### src/rtl/uart_pkg.sv
// Shared UART definitions: state encoding, data-length codes and parity helpers.
// Used by uart_tx and the future receiver.
package uart_pkg;

  typedef enum logic [2:0] {
    IDLE   = 3'd0,
    START  = 3'd1,
    DATA   = 3'd2,
    PARITY = 3'd3,
    STOP   = 3'd4
  } tx_state_t;

  localparam logic [1:0] DBITS_5 = 2'b00;
  localparam logic [1:0] DBITS_6 = 2'b01;
  localparam logic [1:0] DBITS_7 = 2'b10;
  localparam logic [1:0] DBITS_8 = 2'b11;

  localparam logic PARITY_EVEN = 1'b0;
  localparam logic PARITY_ODD  = 1'b1;

  function automatic logic [3:0] data_bit_count(input logic [1:0] dbn);
    logic [3:0] cnt;
    case (dbn)
      DBITS_5: cnt = 4'd5;
      DBITS_6: cnt = 4'd6;
      DBITS_7: cnt = 4'd7;
      DBITS_8: cnt = 4'd8;
      default: cnt = 4'd8;
    endcase
    return cnt;
  endfunction

  // Odd parity starts from 1 so the result is the inverse of the even XOR.
  function automatic logic calc_parity(input logic [7:0] data, input logic [1:0] dbn,
                                       input logic ptype);
    logic p;
    logic [3:0] n;
    p = (ptype == PARITY_ODD) ? 1'b1 : 1'b0;
    n = data_bit_count(dbn);
    for (int i = 0; i < 8; i++) begin
      if (4'(i) < n) begin
        p = p ^ data[i];
      end else begin
        p = p;
      end
    end
    return p;
  endfunction

endpackage

### src/rtl/uart_tx_if.sv
// Frame request / status bundle between the APB register block (master)
// and the serial transmitter (slave).
interface uart_tx_if;
  logic [7:0] tx_data;
  logic [1:0] data_bit_num;
  logic       stop_bit_num;
  logic       parity_en;
  logic       parity_type;
  logic       start_tx;
  logic       tx;
  logic       tx_busy;
  logic       tx_done;

  modport master (
    output tx_data, data_bit_num, stop_bit_num, parity_en, parity_type, start_tx,
    input  tx, tx_busy, tx_done
  );

  modport slave (
    input  tx_data, data_bit_num, stop_bit_num, parity_en, parity_type, start_tx,
    output tx, tx_busy, tx_done
  );
endinterface

### src/rtl/uart_baud_cnt.sv
// Bit-period counter: counts 0..CLKS_PER_BIT-1 while clear is low and flags
// the terminal count. Shared with the receiver.
module uart_baud_cnt #(
  parameter int CLKS_PER_BIT = 434,
  parameter int CNT_W        = 16
) (
  input  logic clk,
  input  logic reset,
  input  logic clear,
  output logic tc
);

  logic [CNT_W-1:0] cnt_r;
  logic             at_end_s;

  assign at_end_s = (cnt_r == CNT_W'(CLKS_PER_BIT - 1));
  assign tc       = at_end_s & ~clear;

  // Period counter, wraps to zero on terminal count
  always_ff @(posedge clk or posedge reset) begin
    if (reset) begin
      cnt_r <= {CNT_W{1'b0}};
    end else if (clear) begin
      cnt_r <= {CNT_W{1'b0}};
    end else if (at_end_s) begin
      cnt_r <= {CNT_W{1'b0}};
    end else begin
      cnt_r <= cnt_r + CNT_W'(1);
    end
  end

endmodule

### src/rtl/uart_tx.sv
// UART serial transmitter: start bit, 5-8 data bits LSB first, optional parity,
// 1-2 stop bits. Optional line break via `define UART_TX_BREAK_EN.
module uart_tx
  import uart_pkg::*;
#(
  parameter int CLKS_PER_BIT = 434,
  parameter int CNT_W        = 16
) (
  input  logic       clk,
  input  logic       reset,
`ifdef UART_TX_BREAK_EN
  input  logic       tx_break,
`endif
  uart_tx_if.slave   bus
);

  tx_state_t  state_r, state_s;
  logic       start_q_r;
  logic [7:0] sh_data_r;
  logic [1:0] sh_dbn_r;
  logic       sh_sbn_r, sh_pen_r, sh_pty_r;
  logic [2:0] idx_r, idx_s, last_idx_s;
  logic [3:0] nbits_s;
  logic       tx_r, tx_s, busy_r, busy_s, done_r, done_s;
  logic       load_s, req_s, tc_s, brk_s;

`ifdef UART_TX_BREAK_EN
  assign brk_s = tx_break;
`else
  assign brk_s = 1'b0;
`endif

  assign req_s      = bus.start_tx & ~start_q_r;
  assign nbits_s    = data_bit_count(sh_dbn_r);
  assign last_idx_s = nbits_s[2:0] - 3'd1;

  assign bus.tx      = tx_r;
  assign bus.tx_busy = busy_r;
  assign bus.tx_done = done_r;

  uart_baud_cnt #(
    .CLKS_PER_BIT(CLKS_PER_BIT),
    .CNT_W       (CNT_W)
  ) u_baud (
    .clk  (clk),
    .reset(reset),
    .clear(state_r == IDLE),
    .tc   (tc_s)
  );

  // Next-state, bit index, status flags and next line value
  always_comb begin
    state_s = state_r;
    idx_s   = idx_r;
    busy_s  = busy_r;
    done_s  = done_r;
    load_s  = 1'b0;
    tx_s    = 1'b1;
    if (brk_s) begin
      state_s = IDLE;
      idx_s   = 3'd0;
      busy_s  = 1'b0;
    end else begin
      case (state_r)
        IDLE: begin
          if (req_s) begin
            load_s  = 1'b1;
            state_s = START;
            idx_s   = 3'd0;
            busy_s  = 1'b1;
            done_s  = 1'b0;
          end else begin
            state_s = IDLE;
          end
        end
        START: begin
          if (tc_s) state_s = DATA;
          else      state_s = START;
        end
        DATA: begin
          if (tc_s && (idx_r == last_idx_s)) begin
            idx_s   = 3'd0;
            state_s = sh_pen_r ? PARITY : STOP;
          end else if (tc_s) begin
            idx_s = idx_r + 3'd1;
          end else begin
            idx_s = idx_r;
          end
        end
        PARITY: begin
          if (tc_s) state_s = STOP;
          else      state_s = PARITY;
        end
        STOP: begin
          // idx selects first/second stop bit; last one ends the frame
          if (tc_s && (idx_r[0] == sh_sbn_r)) begin
            state_s = IDLE;
            idx_s   = 3'd0;
            busy_s  = 1'b0;
            done_s  = 1'b1;
          end else if (tc_s) begin
            idx_s = 3'd1;
          end else begin
            idx_s = idx_r;
          end
        end
        default: begin
          state_s = IDLE;
          idx_s   = 3'd0;
          busy_s  = 1'b0;
        end
      endcase
    end
    case (state_s)
      IDLE:    tx_s = 1'b1;
      START:   tx_s = 1'b0;
      DATA:    tx_s = sh_data_r[idx_s];
      PARITY:  tx_s = calc_parity(sh_data_r, sh_dbn_r, sh_pty_r);
      STOP:    tx_s = 1'b1;
      default: tx_s = 1'b1;
    endcase
    if (brk_s) tx_s = 1'b0;
    else       tx_s = tx_s;
  end

  // State, status and registered line output
  always_ff @(posedge clk or posedge reset) begin
    if (reset) begin
      state_r   <= IDLE;
      idx_r     <= 3'd0;
      start_q_r <= 1'b0;
      tx_r      <= 1'b1;
      busy_r    <= 1'b0;
      done_r    <= 1'b0;
    end else begin
      state_r   <= state_s;
      idx_r     <= idx_s;
      start_q_r <= bus.start_tx;
      tx_r      <= tx_s;
      busy_r    <= busy_s;
      done_r    <= done_s;
    end
  end

  // Frame configuration captured at acceptance
  always_ff @(posedge clk or posedge reset) begin
    if (reset) begin
      sh_data_r <= 8'h00;
      sh_dbn_r  <= DBITS_8;
      sh_sbn_r  <= 1'b0;
      sh_pen_r  <= 1'b0;
      sh_pty_r  <= PARITY_EVEN;
    end else if (load_s) begin
      sh_data_r <= bus.tx_data;
      sh_dbn_r  <= bus.data_bit_num;
      sh_sbn_r  <= bus.stop_bit_num;
      sh_pen_r  <= bus.parity_en;
      sh_pty_r  <= bus.parity_type;
    end else begin
      sh_data_r <= sh_data_r;
      sh_dbn_r  <= sh_dbn_r;
      sh_sbn_r  <= sh_sbn_r;
      sh_pen_r  <= sh_pen_r;
      sh_pty_r  <= sh_pty_r;
    end
  end

endmodule

### src/flat_wrapper.sv
// flat-port wrapper written by rule: the top's interface ports become plain ports
module uart_tx_flat import uart_pkg::*;
#(
  parameter int CLKS_PER_BIT = 434,
  parameter int CNT_W        = 16
)
  (clk, reset, bus_tx_data, bus_data_bit_num, bus_stop_bit_num, bus_parity_en, bus_parity_type, bus_start_tx, bus_tx, bus_tx_busy, bus_tx_done);
  uart_tx_if bus_i ();
  input  logic clk;
  input  logic reset;
  input wire logic [$bits(bus_i.tx_data)-1:0] bus_tx_data;
  input wire logic [$bits(bus_i.data_bit_num)-1:0] bus_data_bit_num;
  input wire logic [$bits(bus_i.stop_bit_num)-1:0] bus_stop_bit_num;
  input wire logic [$bits(bus_i.parity_en)-1:0] bus_parity_en;
  input wire logic [$bits(bus_i.parity_type)-1:0] bus_parity_type;
  input wire logic [$bits(bus_i.start_tx)-1:0] bus_start_tx;
  output wire logic [$bits(bus_i.tx)-1:0] bus_tx;
  output wire logic [$bits(bus_i.tx_busy)-1:0] bus_tx_busy;
  output wire logic [$bits(bus_i.tx_done)-1:0] bus_tx_done;
  assign bus_i.tx_data = bus_tx_data;
  assign bus_i.data_bit_num = bus_data_bit_num;
  assign bus_i.stop_bit_num = bus_stop_bit_num;
  assign bus_i.parity_en = bus_parity_en;
  assign bus_i.parity_type = bus_parity_type;
  assign bus_i.start_tx = bus_start_tx;
  assign bus_tx = bus_i.tx;
  assign bus_tx_busy = bus_i.tx_busy;
  assign bus_tx_done = bus_i.tx_done;
  uart_tx #(.CLKS_PER_BIT(CLKS_PER_BIT), .CNT_W(CNT_W)) u_core (.clk(clk), .reset(reset), .bus(bus_i));
endmodule
### config.mk
export PLATFORM = sky130hd
export DESIGN_NAME = uart_tx_flat
export DESIGN_NICKNAME = d
export VERILOG_FILES = /design/src/rtl/uart_pkg.sv /design/src/rtl/uart_tx_if.sv /design/src/rtl/uart_baud_cnt.sv /design/src/rtl/uart_tx.sv /design/src/flat_wrapper.sv
export SDC_FILE = /design/constraint.sdc
export NUM_CORES = 1
export LEC_CHECK = 0
export ABC_AREA = 1
export BUFFER_PORTS_ARGS = -buffer_cell sky130_fd_sc_hd__buf_2
export CORE_UTILIZATION = 30
export DETAILED_ROUTE_END_ITERATION = 10
export GPL_TIMING_DRIVEN = 1
export SETUP_SLACK_MARGIN = 0.5
export SLEW_MARGIN = 20
export SYNTH_ARGS = -nofsm -noshare
export SYNTH_HDL_FRONTEND = slang
export SYNTH_SLANG_ARGS = --single-unit
### constraint.sdc
create_clock -name clk -period 2.05 [get_ports clk]
set_clock_uncertainty 0.15 [all_clocks]
set_input_delay 0.205 -clock clk [delete_from_list [all_inputs] [get_ports clk]]
set_output_delay 0.205 -clock clk [all_outputs]
set_load 0.02 [all_outputs]
==> results of run 1 <==
-- worst reg2reg max path, delay by kind of cell (launching register included) --
| kind | cells | cell delay (ps) |
|---|---|---|
| adders and majority gates | 1 | 160 |
| and+or+nand+nor | 13 | 1050 |
| DFF | 1 | 600 |
| xor gates and xnor gates | 1 | 140 |
| buffers and inverters | 1 | 60 |
-- cell usage in the layout (no fill, tap or decap), types with 5 or more instances in the layout --
master,instances
nand2_1,37
dfrtp_1,35
buf_4,33
inv_1,30
buf_6,29
nor2_1,26
buf_2,18
nor2_4,16
nand2_2,13
dlygate4sd3_1,11
nand3_1,10
a21oi_2,10
inv_2,9
xor2_1,9
nor2_2,8
nand2_4,7
o21ai_2,6
a21oi_1,6
xnor2_1,5
clkbuf_8,5
-- cell families (layout without fill, tap and decap cells) --
family	after synthesis	in the layout	share of synthesized area
AO/OA/AOI/OAI	31	31	0.0762
XOR/XNOR	14	14	0.0545
adder cells (fa/ha/maj)	7	7	0.0389
buffers and inverters	43	144	0.0784
flip-flops	39	39	0.435
multiplexers	4	4	0.0200
AND/OR/NAND/NOR	142	142	0.296
-- per-stage QoR --
stage | setup slack (ps) | hold WS [ps]
after floorplan | 59.7 | 86.4
after global placement | -84.4 | 184
after detailed placement | -113 | 184
after CTS | -118 | 0.699
after global routing | -317 | 11.9
final | -182 | -0.511
-- power by group through the flow --
stage | registers [mW] | clock network (mW) | logic, mW
after floorplan | 0.785 | 0 | 0.0122
after global placement | 0.785 | 0 | 0.0331
after detailed placement | 0.785 | 0 | 0.0329
after CTS | 0.770 | 0.792 | 0.0519
after global routing | 0.770 | 0.824 | 0.0573
final | 0.770 | 0.776 | 0.0508
-- worst paths after layout --
check | endpoint | cells past startpoint | slack [ps] | from
max | u_core.bus.tx | 16 | -180 | u_core.sh_dbn_r[0]
min | u_core.sh_pen_r | 3 | -0.5 | bus_parity_en
max reg2reg | u_core.bus.tx | 16 | -180 | u_core.sh_dbn_r[0]
min reg2reg | u_core.bus.tx_done | 2 | 330 | u_core.bus.tx_done
max in group asynchronous | u_core.u_baud.cnt_r[6] | 4 | 950 | reset
min in group asynchronous | u_core.sh_data_r[4] | 4 | 420 | reset
-- routing by layer --
| metal | routed length, µm | vias to the layer above | track usage |
|---|---|---|---|
| met5 | 0 | - | 0 |
| met4 | 121 | 0 | 0.0499 |
| met3 | 169 | 13 | 0.0289 |
| met2 | 2860 | 44 | 0.253 |
| met1 | 2860 | 1035 | 0.228 |
| li1 | - | 1092 | - |
-- final cells by class --
cell class	count	area, µm²	share of cell area
multi-input combinational	198	1480	0.395
sequential	39	981	0.263
timing repair buffer	95	862	0.231
inverter	41	161	0.0432
tap	99	124	0.0332
clock buffer	6	72.6	0.0194
clock inverter	2	60.1	0.0161
-- what timing repair did --
item | in CTS | in global routing
buffers inserted | 26 | 12
pin swaps | 22 | 28
hold buffers | 11 | 0
cloned | 1 | 0
endpoints found under the setup margin | 36 | 37
hold endpoints to repair | 46 | 0
gates resized for setup | 60 | 51
-- sequential cells by signal, indices dropped and copies added, names as in the netlist --
name,cells
u_core.u_baud.cnt_r,16
u_core.start_q_r,1
u_core.state_r,3
u_core.sh_pen_r,1
u_core.bus.tx_busy,1
u_core.sh_data_r,8
u_core.sh_dbn_r,2
u_core.sh_sbn_r,1
u_core.idx_r,3
u_core.bus.tx,1
u_core.sh_pty_r,1
u_core.bus.tx_done,1
==> impl_metrics.yaml, run 1 <==
worst_setup_path:
  critPathBufInv: 1
  cp_top_family: "simple AND/OR/NAND/NOR gates"
  critPathKind: "reg2reg"
  worstPathRequired_ps: 2130
  path_cells: "inv_4, ha_4, nor2_4, xor2_1, nand2_1, nor2_4, nor2_4, nand2_4, nand2_4, nand2_1, nand2_1, nand2_1, nand2_1, nand2_1, nand3_1, nand3_1"
  cpPeakStageDelay_ps: 600
  crit_fanout: 5
  worst_path_max_delay_cell: "dfstp_2"
  cpMostUsedCell: "nand2_1"
  arrival_ps: 2310
  end_kind: "register"
  cp-start-kind: "register"
final_layout:
  antenna-diode-count: 0
  design_area_um2: 3740
  nets: 403
  synthToLayoutAreaGrowth_pct: 66.1
  post-route-util: 0.515
  drive_gt1_frac: 0.499
  final_cells: 480
  n_fill_cell: 652
clock_tree:
  clockBufferDepth: 2
  ctsRootBufferMaster: "clkbuf_8"
  cts_tree: "done"
  clock-sinks: 39
  clk_pin_slew_ps: 80
  htree_levels: 2
  numCtsBuffers: 5
  insertion_delay_ps: 300
timing:
  final_hold_viol_count: 1
  finalCritPeriodShare: 1.09
  fin_setup_tns_ps: -840
  drv_slew: 0
  worst_slew_pin_slew_ps: 517
  hold-worst-slack_ps: -0.511
  finalSetupViolations: 16
  worst_slack_ps: -182
  finalCriticalPeriod_ps: 2230
  max_freq_ghz: 0.448
  rsz0062_at_grt: "true"
  relSlewSlack: 0.655
synthesis:
  synth-seq-cells: 39
  ys.flop_type: "dfrtp_1"
  yosysTopAreaCell: "dfrtp_1"
  synthArstFlopShare: 1.00
  synth.distinct_cells: 30
  syn_area_um2: 2250
  avgSynthCellArea_um2: 8.03
  ys_top_cells_by_count: "nand2_1, nor2_1, dfrtp_1, inv_1, a21oi_1"
  ys_seq_area_frac: 0.435
  synth_top_area_share: 0.400
  ys_top_cells_by_area: "dfrtp_1, nand2_1, nor2_1"
  synth_edf_count: 0
  yosysMostFrequentCell: "nand2_1"
  syn_inst: 280
  syn_nets: 303
  synth_warnings: 0
power_and_ir_drop:
  p_total_mw: 1.60
  p_clk_frac: 0.486
  power.internal_mw: 1.28
  p_comb_frac: 0.032
  switching_share: 0.197
  p_per_area_nw_per_um2: 427
  power.switching_mw: 0.315
  irDropWorstVdd_mv: 0.282
  p_leak_nw: 1.82
  p_seq_frac: 0.482
run:
  max_cap_violations: 0
global_routing:
  grt_util_all_layers: 0.162
  grt_pass1_wl_um: 9750
  grt_pass1_vias: 2093
  antenna_found_initial: 0
  grt_max_degree: 40
  globalRouteOverflowTotal: 0
placement:
  numPortBuffers: 18
  gp_congestion: 0.916
  dp_hpwl_um: 3610
  placed_area_um2: 2730
  dp_cells: 422
floorplanning:
  initial_core_util: 0.310
  die_w_um: 88.6
  ioPinCount: 19
  core-area_um2: 7250
  die_h_um: 88.6
  dieArea_um2: 7850
  row_count: 31
route:
  drt-total-wl_um: 6000
  viasPerCell: 4.55
  detail_route.iter0.violations: 112
  first_pass_iters: 4
  drtAntennaViolNets: 0
  via_count: 2184
  post_drt_wl_per_cell_um: 12.5
  drc: 0
run_status:
  violations: "hold timing, setup timing"
  status: "finished with violations"
worst_hold_path:
  hold_class: "in2reg"
(Power assumes the default switching activity.)
==> run 2, diff against run 1 <==
==> constraint.sdc (replaced) <==
create_clock -name clk -period 2.05 [get_ports clk]
set_clock_uncertainty 0.15 [all_clocks]
set_input_delay 0 -clock clk [delete_from_list [all_inputs] [get_ports clk]]
set_output_delay 0 -clock clk [all_outputs]
set_load 0.02 [all_outputs]
==> run 2 against run 1 <==
Net effect:
- the flow finishes with violations (setup timing)
- clock power rose by 0.8%
- wire length rose by 0.75%
- non-clock buffer count up 4
- first-iteration DRC count up 4.5%
- hold slack gained 110 ps
- sequential power barely moved
- total power is 0.79% higher
- highest routed layer unchanged
==> impl_metrics.yaml, run 2 (same netlist as run 1, synthesis figures left out) <==
run_status:
  status: "finished with violations"
  violations: "setup timing"
power_and_ir_drop:
  p_total_mw: 1.61
  power.internal_mw: 1.29
  p_per_area_nw_per_um2: 426
  p_seq_frac: 0.478
  switching_share: 0.200
  power.switching_mw: 0.322
  p_comb_frac: 0.035
  p_leak_nw: 1.84
  irDropWorstVdd_mv: 0.282
  p_clk_frac: 0.486
clock_tree:
  numCtsBuffers: 5
  clock-sinks: 39
  cts_tree: "done"
  htree_levels: 2
  clockBufferDepth: 2
  insertion_delay_ps: 300
  ctsRootBufferMaster: "clkbuf_8"
  clk_pin_slew_ps: 80
route:
  first_pass_iters: 4
  drc: 0
  viasPerCell: 4.56
  via_count: 2206
  drtAntennaViolNets: 0
  drt-total-wl_um: 6050
  post_drt_wl_per_cell_um: 12.5
  detail_route.iter0.violations: 117
placement:
  dp_slack_ps: -113
  gp_congestion: 0.916
  numPortBuffers: 18
  dp_hpwl_um: 3610
final_layout:
  final_common_cell: "nand2_1"
  n_fill_cell: 648
  synthToLayoutAreaGrowth_pct: 67.9
  mostFrequentLayoutCells: "nand2_1, dfrtp_1, buf_4"
  antenna-diode-count: 0
  top_register: "u_core.u_baud.cnt_r"
  top_regs: "u_core.u_baud.cnt_r x16, u_core.sh_data_r x8"
  nets: 407
  largest_reg_flops: 16
  drive_gt1_frac: 0.494
  post-route-util: 0.521
floorplanning:
  row_count: 31
  ioPinCount: 19
  core-area_um2: 7250
  die_w_um: 88.6
  dieArea_um2: 7850
  initial_core_util: 0.310
  die_h_um: 88.6
worst_setup_path:
  crit_fanout: 4
  arrival_ps: 2290
  worstPathRequired_ps: 2130
  rr_worst_depth: 13
  cp-start-kind: "register"
  end_kind: "register"
  critPathKind: "reg2reg"
timing:
  worst_slew_pin_slew_ps: 519
  finalCriticalPeriod_ps: 2200
  relSlewSlack: 0.654
  worst_slack_ps: -153
  finalSetupViolations: 15
  max_freq_ghz: 0.454
  finalCritPeriodShare: 1.07
  drv_slew: 0
  rsz0062_at_grt: "true"
  final_hold_viol_count: 0
global_routing:
  grt_max_degree: 40
  grt_pass1_vias: 2122
  antenna_found_initial: 0
  grt_util_all_layers: 0.164
  grt_pass1_wl_um: 9850
  globalRouteOverflowTotal: 0
worst_hold_path:
  whs_path_depth: 6
  hold_class: "in2reg"
run:
  max_cap_violations: 0
## run 2: per-layer routing
| metal | share of wire | up-vias | global-route usage | wire [µm] |
|---|---|---|---|---|
| li1 | - | 1103 | - | - |
| met1 | 0.48 | 1051 | 0.229 | 2890 |
| met2 | 0.48 | 37 | 0.258 | 2890 |
| met3 | 0.024 | 15 | 0.0289 | 148 |
| met4 | 0.020 | 0 | 0.0499 | 124 |
| met5 | 0 | - | 0 | 0 |
## run 2: timing repair
item,4_1_cts,5_1_grt
hold buffers,15,0
endpoints found under the hold margin,50,0
pin swaps,22,28
resized for setup,60,51
endpoints found under the setup margin,36,37
gates cloned,1,0
buffers inserted,26,12
## run 2: critical path, cell delays in order (launching register included)
cell	delay, ps
dfstp_2	600
inv_4	60
ha_4	160
nor2_4	80
xor2_1	140
nand2_1	100
nor2_4	180
nand2_2	80
nand2_2	60
inv_2	40
o21ai_2	50
o211ai_2	130
or2_0	220
nand3_1	100
## run 2: path summary, 6_finish.rpt
kind,startpoint,slack [ps],end
min in group asynchronous,reset,210,u_core.idx_r[0]
min reg2reg,u_core.bus.tx_done,340,u_core.bus.tx_done
max in group asynchronous,reset,1160,u_core.u_baud.cnt_r[6]
max,u_core.sh_dbn_r[0],-150,u_core.bus.tx
min,bus_start_tx,110,u_core.idx_r[2]
max reg2reg,u_core.sh_dbn_r[0],-150,u_core.bus.tx
## run 2: layout make-up
type                    count  area (µm²)  share of cell area
clock buffers               6        72.6              0.0192
flip-flops and latches     39         981               0.260
repair buffers             99         902               0.239
well taps                  99         124              0.0328
multi-input cells         198        1480               0.391
clock inverters             2        60.1              0.0159
inverters                  41         161              0.0427
## run 2: power by group through the flow
stage	sequential, mW	clock, mW	combinational, mW
floorplan	0.785	0	0.0122
global placement	0.785	0	0.0331
detailed placement	0.785	0	0.0329
CTS	0.770	0.792	0.0577
global route	0.770	0.824	0.0639
finish	0.770	0.782	0.0571
## run 2: stage by stage
stage | cell area (µm²) | setup TNS, ps | std cells | hold slack [ps]
floorplan | 2330 | 0 | 280 | -119
global placement | 2730 | -84.4 | 422 | -21.5
detailed placement | 2730 | -115 | 422 | -20.9
CTS | 3480 | -441 | 472 | 104
global route | 3780 | -3370 | 484 | 155
finish | 3780 | -800 | 484 | 108
==> run 3, diff against run 2 <==
- PLACE_DENSITY_LB_ADDON: unset -> 0.15
==> run 3 against run 2 <==
Net effect:
- the flow still finishes with violations (setup timing)
- final cell count decreased by 3.7%
- critical path depth unchanged
- wire length is 8.3% lower
- sequential power barely moved
- total power is 6.3% lower
- fmax is 3.1% higher
- hold slack improved by 30 ps
- design area shrank 10%
- global-route usage down 0.88 points
- clock power is 13% lower
- worst setup slack improved by 66 ps
- non-clock buffer count decreased by 19
- largest power group is now registers
- highest routed layer unchanged
==> impl_metrics.yaml, run 3 (same netlist as run 1, synthesis figures left out) <==
run_status:
  status: "finished with violations"
  violations: "setup timing"
floorplanning:
  die_h_um: 88.6
  core-area_um2: 7250
  dieArea_um2: 7850
  die_w_um: 88.6
  row_count: 31
  initial_core_util: 0.310
  ioPinCount: 19
final_layout:
  top_register: "u_core.u_baud.cnt_r"
  largest_reg_flops: 16
  mostFrequentLayoutCells: "nand2_1, buf_4, dfrtp_1"
  final_common_cell: "nand2_1"
  nets: 389
  top_regs: "u_core.u_baud.cnt_r x16, u_core.sh_data_r x8"
  synthToLayoutAreaGrowth_pct: 50.6
  n_fill_cell: 729
  antenna-diode-count: 0
  drive_gt1_frac: 0.428
clock_tree:
  clockBufferDepth: 2
  clock-sinks: 39
  cts_tree: "done"
  htree_levels: 2
  clk_pin_slew_ps: 80
  numCtsBuffers: 5
  insertion_delay_ps: 290
  ctsRootBufferMaster: "clkbuf_8"
worst_setup_path:
  arrival_ps: 2220
  end_kind: "register"
  critPathKind: "reg2reg"
  cp-start-kind: "register"
  crit_fanout: 4
  worstPathRequired_ps: 2130
timing:
  max_freq_ghz: 0.468
  finalCriticalPeriod_ps: 2140
  fin_setup_tns_ps: -187
  rsz0062_at_grt: "true"
  finalCritPeriodShare: 1.04
  drv_slew: 0
  hold-worst-slack_ps: 137
  worst_slack_ps: -86.5
  worst_slew_pin_slew_ps: 518
  relSlewSlack: 0.655
  finalSetupViolations: 4
  final_hold_viol_count: 0
global_routing:
  grt_pass1_wl_um: 9360
  grt_max_degree: 40
  globalRouteOverflowTotal: 0
  antenna_found_initial: 0
  grt_pass1_vias: 2007
  grt_util_all_layers: 0.155
route:
  drt-total-wl_um: 5550
  detail_route.iter0.violations: 55
  first_pass_iters: 4
  via_count: 2031
  drtAntennaViolNets: 0
  viasPerCell: 4.36
  drc: 0
  post_drt_wl_per_cell_um: 11.9
power_and_ir_drop:
  p_leak_nw: 1.67
  p_per_area_nw_per_um2: 445
  irDropWorstVdd_mv: 0.250
worst_hold_path:
  hold_class: "in2reg"
placement:
  dp_hpwl_um: 3760
  gp_congestion: 0.795
  numPortBuffers: 18
run:
  max_cap_violations: 0
==> run 3: path summary, 6_finish.rpt <==
path / slack, ps / start / cells after the start / endpoint
worst max-delay path: -90 / u_core.u_baud.cnt_r[1] / 13 / u_core.bus.tx
min in group asynchronous: 220 / reset / 4 / u_core.sh_data_r[4]
worst max register to register: -90 / u_core.u_baud.cnt_r[1] / 13 / u_core.bus.tx
max in group asynchronous: 1160 / reset / 4 / u_core.bus.tx
worst min register to register: 330 / u_core.u_baud.cnt_r[0] / 1 / u_core.u_baud.cnt_r[0]
worst min-delay path: 140 / bus_start_tx / 6 / u_core.idx_r[2]
==> run 3: per-stage QoR <==
step	worst slack, ps	util	power [mW]	cell area (µm²)	cells
after global placement	-113	0.378	0.819	2740	423
after global routing	-293	0.467	1.57	3390	466
after CTS	-100	0.445	1.53	3230	459
after floorplan	59.7	-	0.797	2330	280
final	-86.5	0.467	1.51	3390	466
after detailed placement	-123	0.378	0.819	2740	423
==> run 3: layer usage <==
layer / part of all wire / vias up / routed length (µm) / GRT usage
li1: - / 1065 / - / -
met1: 0.51 / 941 / 2840 / 0.221
met2: 0.47 / 21 / 2580 / 0.245
met3: 0.014 / 4 / 75 / 0.0252
met4: 0.0090 / 0 / 50 / 0.0352
met5: 0 / - / 0 / 0
==> run 3: area by class of cell <==
type                    count  area (µm²)  area share
clock buffers               6        82.6      0.0244
clock inverters             2        35.0      0.0103
inverters                  41         161      0.0476
multi-input cells         199        1360       0.401
flip-flops and latches     39         980       0.289
well taps                  99         124      0.0366
repair buffers             80         648       0.191
==> run 3: worst max-delay path, cell delays in order, from the launching register on <==
cell and delay (ps):
dfrtp_1 380, inv_1 60, ha_2 170, buf_4 110
nand2_1 40, nor4_1 220, nand3_1 190, nor3_1 260
nor2_2 80, nand2_2 100, inv_1 40, nor2_1 100
nand3_1 80, nand3_1 80
==> run 3: report_power, final <==
group / total, mW / switching (mW) / internal, mW / leakage (nW)
registers: 0.770 / 0.000237 / 0.770 / 0.460
clock network: 0.684 / 0.290 / 0.394 / 0.0612
logic: 0.0542 / 0.0238 / 0.0303 / 1.15
total: 1.51 / 0.314 / 1.19 / 1.67
==> run 3: repair_timing <==
action	CTS	global route
resized for setup	25	34
setup buffers	12	7
pin swaps	16	18
gates cloned	1	0
endpoints found under the hold margin	50	0
endpoints found under the setup margin	36	36
hold buffers	15	0
